`config.mk`:
```
export PLATFORM = sky130hd
export DESIGN_NAME = comparador_serial
export DESIGN_NICKNAME = d
export VERILOG_FILES = /design/src/rtl/comparador_serial_pkg.sv /design/src/rtl/comparador_serial_celda.sv /design/src/rtl/comparador_serial.sv
export SDC_FILE = /design/constraint.sdc
export NUM_CORES = 1
export LEC_CHECK = 0
export ABC_AREA = 0
export CAP_MARGIN = 15
export CORE_UTILIZATION = 35
export CTS_CLUSTER_DIAMETER = 80
export CTS_CLUSTER_SIZE = 10
export DETAILED_ROUTE_END_ITERATION = 6
export PLACE_DENSITY = 0.67
export SYNTH_ARGS = -nofsm -noshare
export SYNTH_HDL_FRONTEND = slang
export SYNTH_SLANG_ARGS = --single-unit
```
`constraint.sdc`:
```
create_clock -name clk -period 6.3 [get_ports clk]
set_input_delay 1.26 -clock clk [delete_from_list [all_inputs] [get_ports clk]]
set_output_delay 1.26 -clock clk [all_outputs]
set_load 0.01 [all_outputs]
```
`src/rtl/comparador_serial_pkg.sv`:
```
// Shared definitions for the bit-serial magnitude comparator: state codes and FSM encodings.
package comparador_defs;

    localparam logic [1:0] CODE_NONE = 2'b00;
    localparam logic [1:0] CODE_EQ   = 2'b01;
    localparam logic [1:0] CODE_GT   = 2'b10;
    localparam logic [1:0] CODE_LT   = 2'b11;

    typedef enum logic [1:0] {
        ST_IDLE    = 2'd0,
        ST_COMPARE = 2'd1,
        ST_DONE    = 2'd2
    } state_t;

endpackage

```
`src/rtl/comparador_serial_celda.sv`:
```
// Single MSB-first comparison cell: refines an "equal so far" code with one bit pair.
module celda_comparacion
    import comparador_defs::*;
(
    input  logic [1:0] code_in,
    input  logic       a_bit,
    input  logic       b_bit,
    output logic [1:0] code_out
);

    always_comb begin
        code_out = code_in;
        if (code_in == CODE_EQ) begin
            if (a_bit == b_bit) begin
                code_out = CODE_EQ;
            end else if (a_bit) begin
                code_out = CODE_GT;
            end else begin
                code_out = CODE_LT;
            end
        end
    end

endmodule

```
`src/rtl/comparador_serial.sv`:
```
// Bit-serial comparator controller: latches operands, walks one cell from MSB to LSB,
// and stops at the first differing bit.
module comparador_serial
    import comparador_defs::*;
#(
    parameter int WIDTH = 8
) (
    input  logic             clk,
    input  logic             rst,
    input  logic             start,
    input  logic [WIDTH-1:0] a,
    input  logic [WIDTH-1:0] b,
    output logic             busy,
    output logic             done,
    output logic             y,
    output logic             z,
    output logic             gt,
    output logic             lt,
    output logic             eq
);

    localparam int IW = $clog2(WIDTH);

    state_t           state;
    state_t           next_state;
    logic [WIDTH-1:0] a_reg;
    logic [WIDTH-1:0] b_reg;
    logic [1:0]       code;
    logic [1:0]       code_next;
    logic [IW-1:0]    idx;
    logic             finish;

    celda_comparacion u_celda (
        .code_in  (code),
        .a_bit    (a_reg[idx]),
        .b_bit    (b_reg[idx]),
        .code_out (code_next)
    );

    // Stop on the first decided bit, or after the LSB so idx never wraps.
    assign finish = (code_next != CODE_EQ) || (idx == '0);

    always_comb begin
        next_state = state;
        case (state)
            ST_IDLE:    if (start) next_state = ST_COMPARE;
            ST_COMPARE: if (finish) next_state = ST_DONE;
            ST_DONE:    next_state = ST_IDLE;
            default:    next_state = ST_IDLE;
        endcase
    end

    always_ff @(posedge clk) begin
        if (rst) begin
            state <= ST_IDLE;
            busy  <= 1'b0;
            done  <= 1'b0;
        end else begin
            state <= next_state;
            busy  <= (next_state == ST_COMPARE);
            done  <= (next_state == ST_DONE);
        end
    end

    // Operands carry no reset: they are only observed after an accepted start.
    always_ff @(posedge clk) begin
        if (state == ST_IDLE && start && !rst) begin
            a_reg <= a;
            b_reg <= b;
        end
    end

    always_ff @(posedge clk) begin
        if (rst) begin
            code <= CODE_NONE;
            idx  <= '0;
            y    <= 1'b0;
            z    <= 1'b0;
            gt   <= 1'b0;
            lt   <= 1'b0;
            eq   <= 1'b0;
        end else begin
            case (state)
                ST_IDLE: begin
                    if (start) begin
                        code <= CODE_EQ;
                        idx  <= IW'(WIDTH - 1);
                        y    <= 1'b0;
                        z    <= 1'b0;
                        gt   <= 1'b0;
                        lt   <= 1'b0;
                        eq   <= 1'b0;
                    end
                end
                ST_COMPARE: begin
                    code <= code_next;
                    if (finish) begin
                        y  <= code_next[1];
                        z  <= code_next[0];
                        gt <= (code_next == CODE_GT);
                        lt <= (code_next == CODE_LT);
                        eq <= (code_next == CODE_EQ);
                    end else begin
                        idx <= idx - IW'(1);
                    end
                end
                default: ;
            endcase
        end
    end

endmodule

```
---- Yosys cells after proc, flatten, opt, wreduce, memory -nomap -nowiden ----
Index checks and enable logic that the tools add are counted.
word-level totals
  flip-flop bits (word level) ............. 30
  latch bits .............................. 0
  bits in writable memories ............... 0
  ROM bits ................................ 0
  input bits .............................. 19
  word-level logic and storage cells ...... 62
  memories kept ........................... 0
operators by class
  $add $sub $neg .......................... 1
  multipliers ............................. 0
  div/mod/pow operators ................... 0
  order comparisons ....................... 1
  equal/unequal tests ..................... 12
  shifts and indexed selects .............. 0
  multiplexer cells ....................... 26
  bitwise logic cells ..................... 0
  reductions and logical operators ........ 10
operators by type and width
  cell                   count
  $mux W2                5
  $pmux W1 S2            5
  $mux W1                9
  $eq A2 B1 Y1 const B   4
  $pmux W2 S2            2
  $bmux W1 S3            2
  $eq A2 B2 Y1 const B   3
  $mux W3                2
  $ne A2 B2 Y1 const B   3
  $pmux W3 S2            1
  $reduce_and A3 Y1      2
  $lt A3 B4 Y1 const B   1
  $logic_not A3 Y1       1
  $sub A3 B1 Y3 const B  1
  $logic_and A1 B1 Y1    2
  $logic_not A2 Y1       1
  $ne A2 B1 Y1 const B   1
  $reduce_and A2 Y1      1
  $reduce_bool A2 Y1     1
  $eq A1 B1 Y1           1
  $logic_not A1 Y1       1
  $logic_or A1 B1 Y1     1

---- Logic depth before layout (Yosys ltp) ----
  depth in word-level cells ............... 10
  mapped depth ............................ 8
  depth with buffers taken out ............ 7

---- By module ----
From an unflattened synthesis, not the netlist that was laid out.
second synthesis, totals
  cell total of the unflattened synthesis .. 98
  area total of the unflattened synthesis .. 1,331.3 um^2
modules (own cells, without submodules)
  module             instances  cells each  area an instance (um^2)
  comparador_serial  1          92          1,290.0
  celda_comparacion  1          6           41.3

---- Worst setup path before layout ----
Ideal clock, no wire load.
  kind .................................... in2reg
  start point ............................. input port rst
  end point ............................... register a_reg[0] (enable)
  library setup time ...................... 409 ps
  arrival ................................. 2,660 ps
  data required time ...................... 5,891 ps
  path slack .............................. 3,231 ps
  stages on the path ...................... 2
  cells stage by stage .................... clkbuf_1 nor3_1
between the ends
  cells in the longest elaborated chain, start to end .. 2
RTL lines
  item                  RTL line                 text
  from (decl)           comparador_serial.sv:9   input logic rst,
  $logic_not A1 Y1      comparador_serial.sv:67  if (state == ST_IDLE && start && !rst) begin
  $logic_and A1 B1 Y1   comparador_serial.sv:67
  to (signal assigned)  comparador_serial.sv:68  a_reg <= a;
  to (decl)             comparador_serial.sv:26  logic [WIDTH-1:0] a_reg;
No other way between the ends.
A chain may end at the register's enable or synchronous reset.

---- Worst setup path in the final report ----
  start point ............................. input port rst
  end point ............................... register b_reg[3] (enable)
between the ends
  cells in the longest elaborated chain, start to end .. 2
RTL lines
  item                  RTL line                 text
  $logic_not A1 Y1      comparador_serial.sv:67
  $logic_and A1 B1 Y1   comparador_serial.sv:67
  to (signal assigned)  comparador_serial.sv:69  b_reg <= b;
  to (decl)             comparador_serial.sv:27  logic [WIDTH-1:0] b_reg;
No other way between the ends.

==> metrics <==
post-DP HPWL=1680 microns; Pleak=0.580 nW; clock sinks=30; multi-input logic area=510 sq um; Fin. Hold Viols=0; Clk network pwr share=38.7%; GRT Total Usage=13.3%; post-synth cell types=34; Post-synth top flop=edfxtp_1; Worst EP required=6.30 ns; most frequent cells in the layout=clkdlybuf4s50_1 (25), edfxtp_1 (16), dfxtp_1 (14); RSZ-0062 raised after global routing=false; Clock Tree Root=clkbuf_8; Setup Fix Bufs, Post-CTS=0; cell count of the worst hold path=2; sequential cell area=761 sq um; Final Max Tran Viols=0; Die Y=63.3 microns; Mapped Cells=100; final period utilization=a little over 40%; Worst Max-Slew Pin Slew=0.450 ns; vias in the first global route=slightly below 900; antenna viol nets, final=0; first-pass GRT wire length=3860 microns; Area growth syn-to-layout=31.5%; status=complete, no violations; std cell rows=21; Via-to-Cell Ratio=5.00; Core ar.=between 3000 and 4000 sq um; CTS tree=done; worst reg-to-reg path cell count=7; RePlAce Congestion=around 0.9; critical path arrival=2.58 ns; endpoint class of the critical path=flip-flop; die area=4010 sq um; Layout Skew=0.00153 ns; DRT Pass-1 Iters=4; Num CTS Buffers=5; Max Fclk=387 MHz; Vias=between 800 and 900; CTS max path bufs=2; setup tns final=0 ns; number of max-cap violations=0; drt total wl=roughly 2300 microns; # fillers=~330; Post-CTS Hold Fix Bufs=0; worst setup margin=between 3 and 4 ns; Switching Fraction=24.6%; PortBufs=25; # setup viols final=0; Hold Path Class=reg -> reg; combinational share of power=15.3%; Syn. warnings=0; chip width=63.3 microns; Final nets=151; CTS H-tree lvls=2; IO Pins=26; clk_lat worst skew=0.29 ns; first-iteration detailed-routing DRC count=45; post-synthesis sequential area ratio=57.8%; commonest non-fill, non-tap cell in the layout=clkdlybuf4s50_1; syn avg cell area=approximately 13 sq um; max_slew headroom=between 60% and 70%; setup slack after placement=2.93 ns; share of layout cells above drive strength 1=15.4%; initial antenna violation count=0; largest net degree at the start of global routing=17; EDFF count, synth=16; Ant. Diodes=0; sw power=between 100 and 150 uW; minimum clock period=2.58 ns; drt wl/cell=13.2 microns; Initial Utilization=37.9%; Pwr Density=a little under 300 nW/um^2; Setup CP Type=in -> reg; #FFs+latches synth=30; Net Count, Synth=122; DRC viols=0; P_int=~380 uW; total grt overflow=0; Worst VDD drop=0.137 mV; Critical Path Fanout Max=13; post_cts resized=0; async set or reset register ratio after synthesis=0%; cell area after synthesis=1320 sq um; Sequential Power Share=between 40% and 50%; Startpoint Class=primary input; clock-pin slew on the worst setup and hold paths=0.06 ns
-- power groups by stage --
stage                     logic (mW)  registers, mW  clock network (mW)
final                         0.0761          0.229               0.193
after global routing          0.0837          0.231               0.206
after CTS                     0.0756          0.230               0.198
after detailed placement      0.0753          0.234                   0
after global placement        0.0732          0.234                   0
after floorplan               0.0538          0.228                   0
-- cell usage after synthesis, types with 2 or more instances --
cell,n,share of area (%)
a211oi_1,2,1.1
a21oi_1,2,0.76
a311oi_1,2,1.3
and2_1,3,1.4
buf_2,3,1.1
dfxtp_1,14,21
edfxtp_1,16,37
ha_1,3,2.9
inv_1,8,2.3
mux4_2,4,6.9
nand2_1,6,1.7
nand2b_1,5,2.4
nor2b_1,3,1.4
nor3_1,2,0.76
nor4_1,2,0.95
o21ai_0,3,1.1
o21ai_1,2,0.76
o21bai_1,3,1.7
o22ai_1,2,0.95
-- worst paths after layout --
check | from | end | slack (ns)
setup / recovery | rst | b_reg[3] | 3.72
hold / removal | z | z | 0.47
setup reg to reg | idx[0] | eq | 3.82
hold reg to reg | z | z | 0.47
-- final cells by class --
type / count / share of cell area, %
clock buffer: 5 / 3.98
clock inverter: 3 / 2.32
inverter: 8 / 1.74
multi-input combinational: 58 / 29.5
sequential: 30 / 44.0
tap: 46 / 3.33
timing repair buffer: 26 / 15.1
-- worst max-delay path, cell delays in order --
cell	delay, ns
clkdlybuf4s50_1	0.63
nor3_2	0.46
buf_6	0.23
-- metal layers --
metal	GRT usage, %	up-vias	wire length (microns)
met2	21.6	28	1150
met5	0	-	0
met4	7.10	0	36
met3	7.43	3	147
li1	-	433	-
met1	13.6	416	991
-- kinds of logic after synthesis --
kind of cell,after synthesis,share of synthesized area [%]
AOI/OAI and AO/OA,22,13.5
buffers and inverters,12,3.71
adders and majority gates,3,2.85
muxes,5,7.61
DFF,30,57.8
and+or+nand+nor,28,14.5
-- through the flow --
stage	total power, mW	area, sq um	instances	hold slack (ns)	util [%]
detailed placement	0.310	1610	167	0.462	46.4
finish	0.499	1730	176	0.465	49.9
global placement	0.307	1610	167	0.445	46.4
CTS	0.503	1720	175	0.473	49.5
global route	0.521	1730	176	0.491	49.9
floorplan	0.282	1320	100	0.474	-
(Power assumes the default switching activity.)
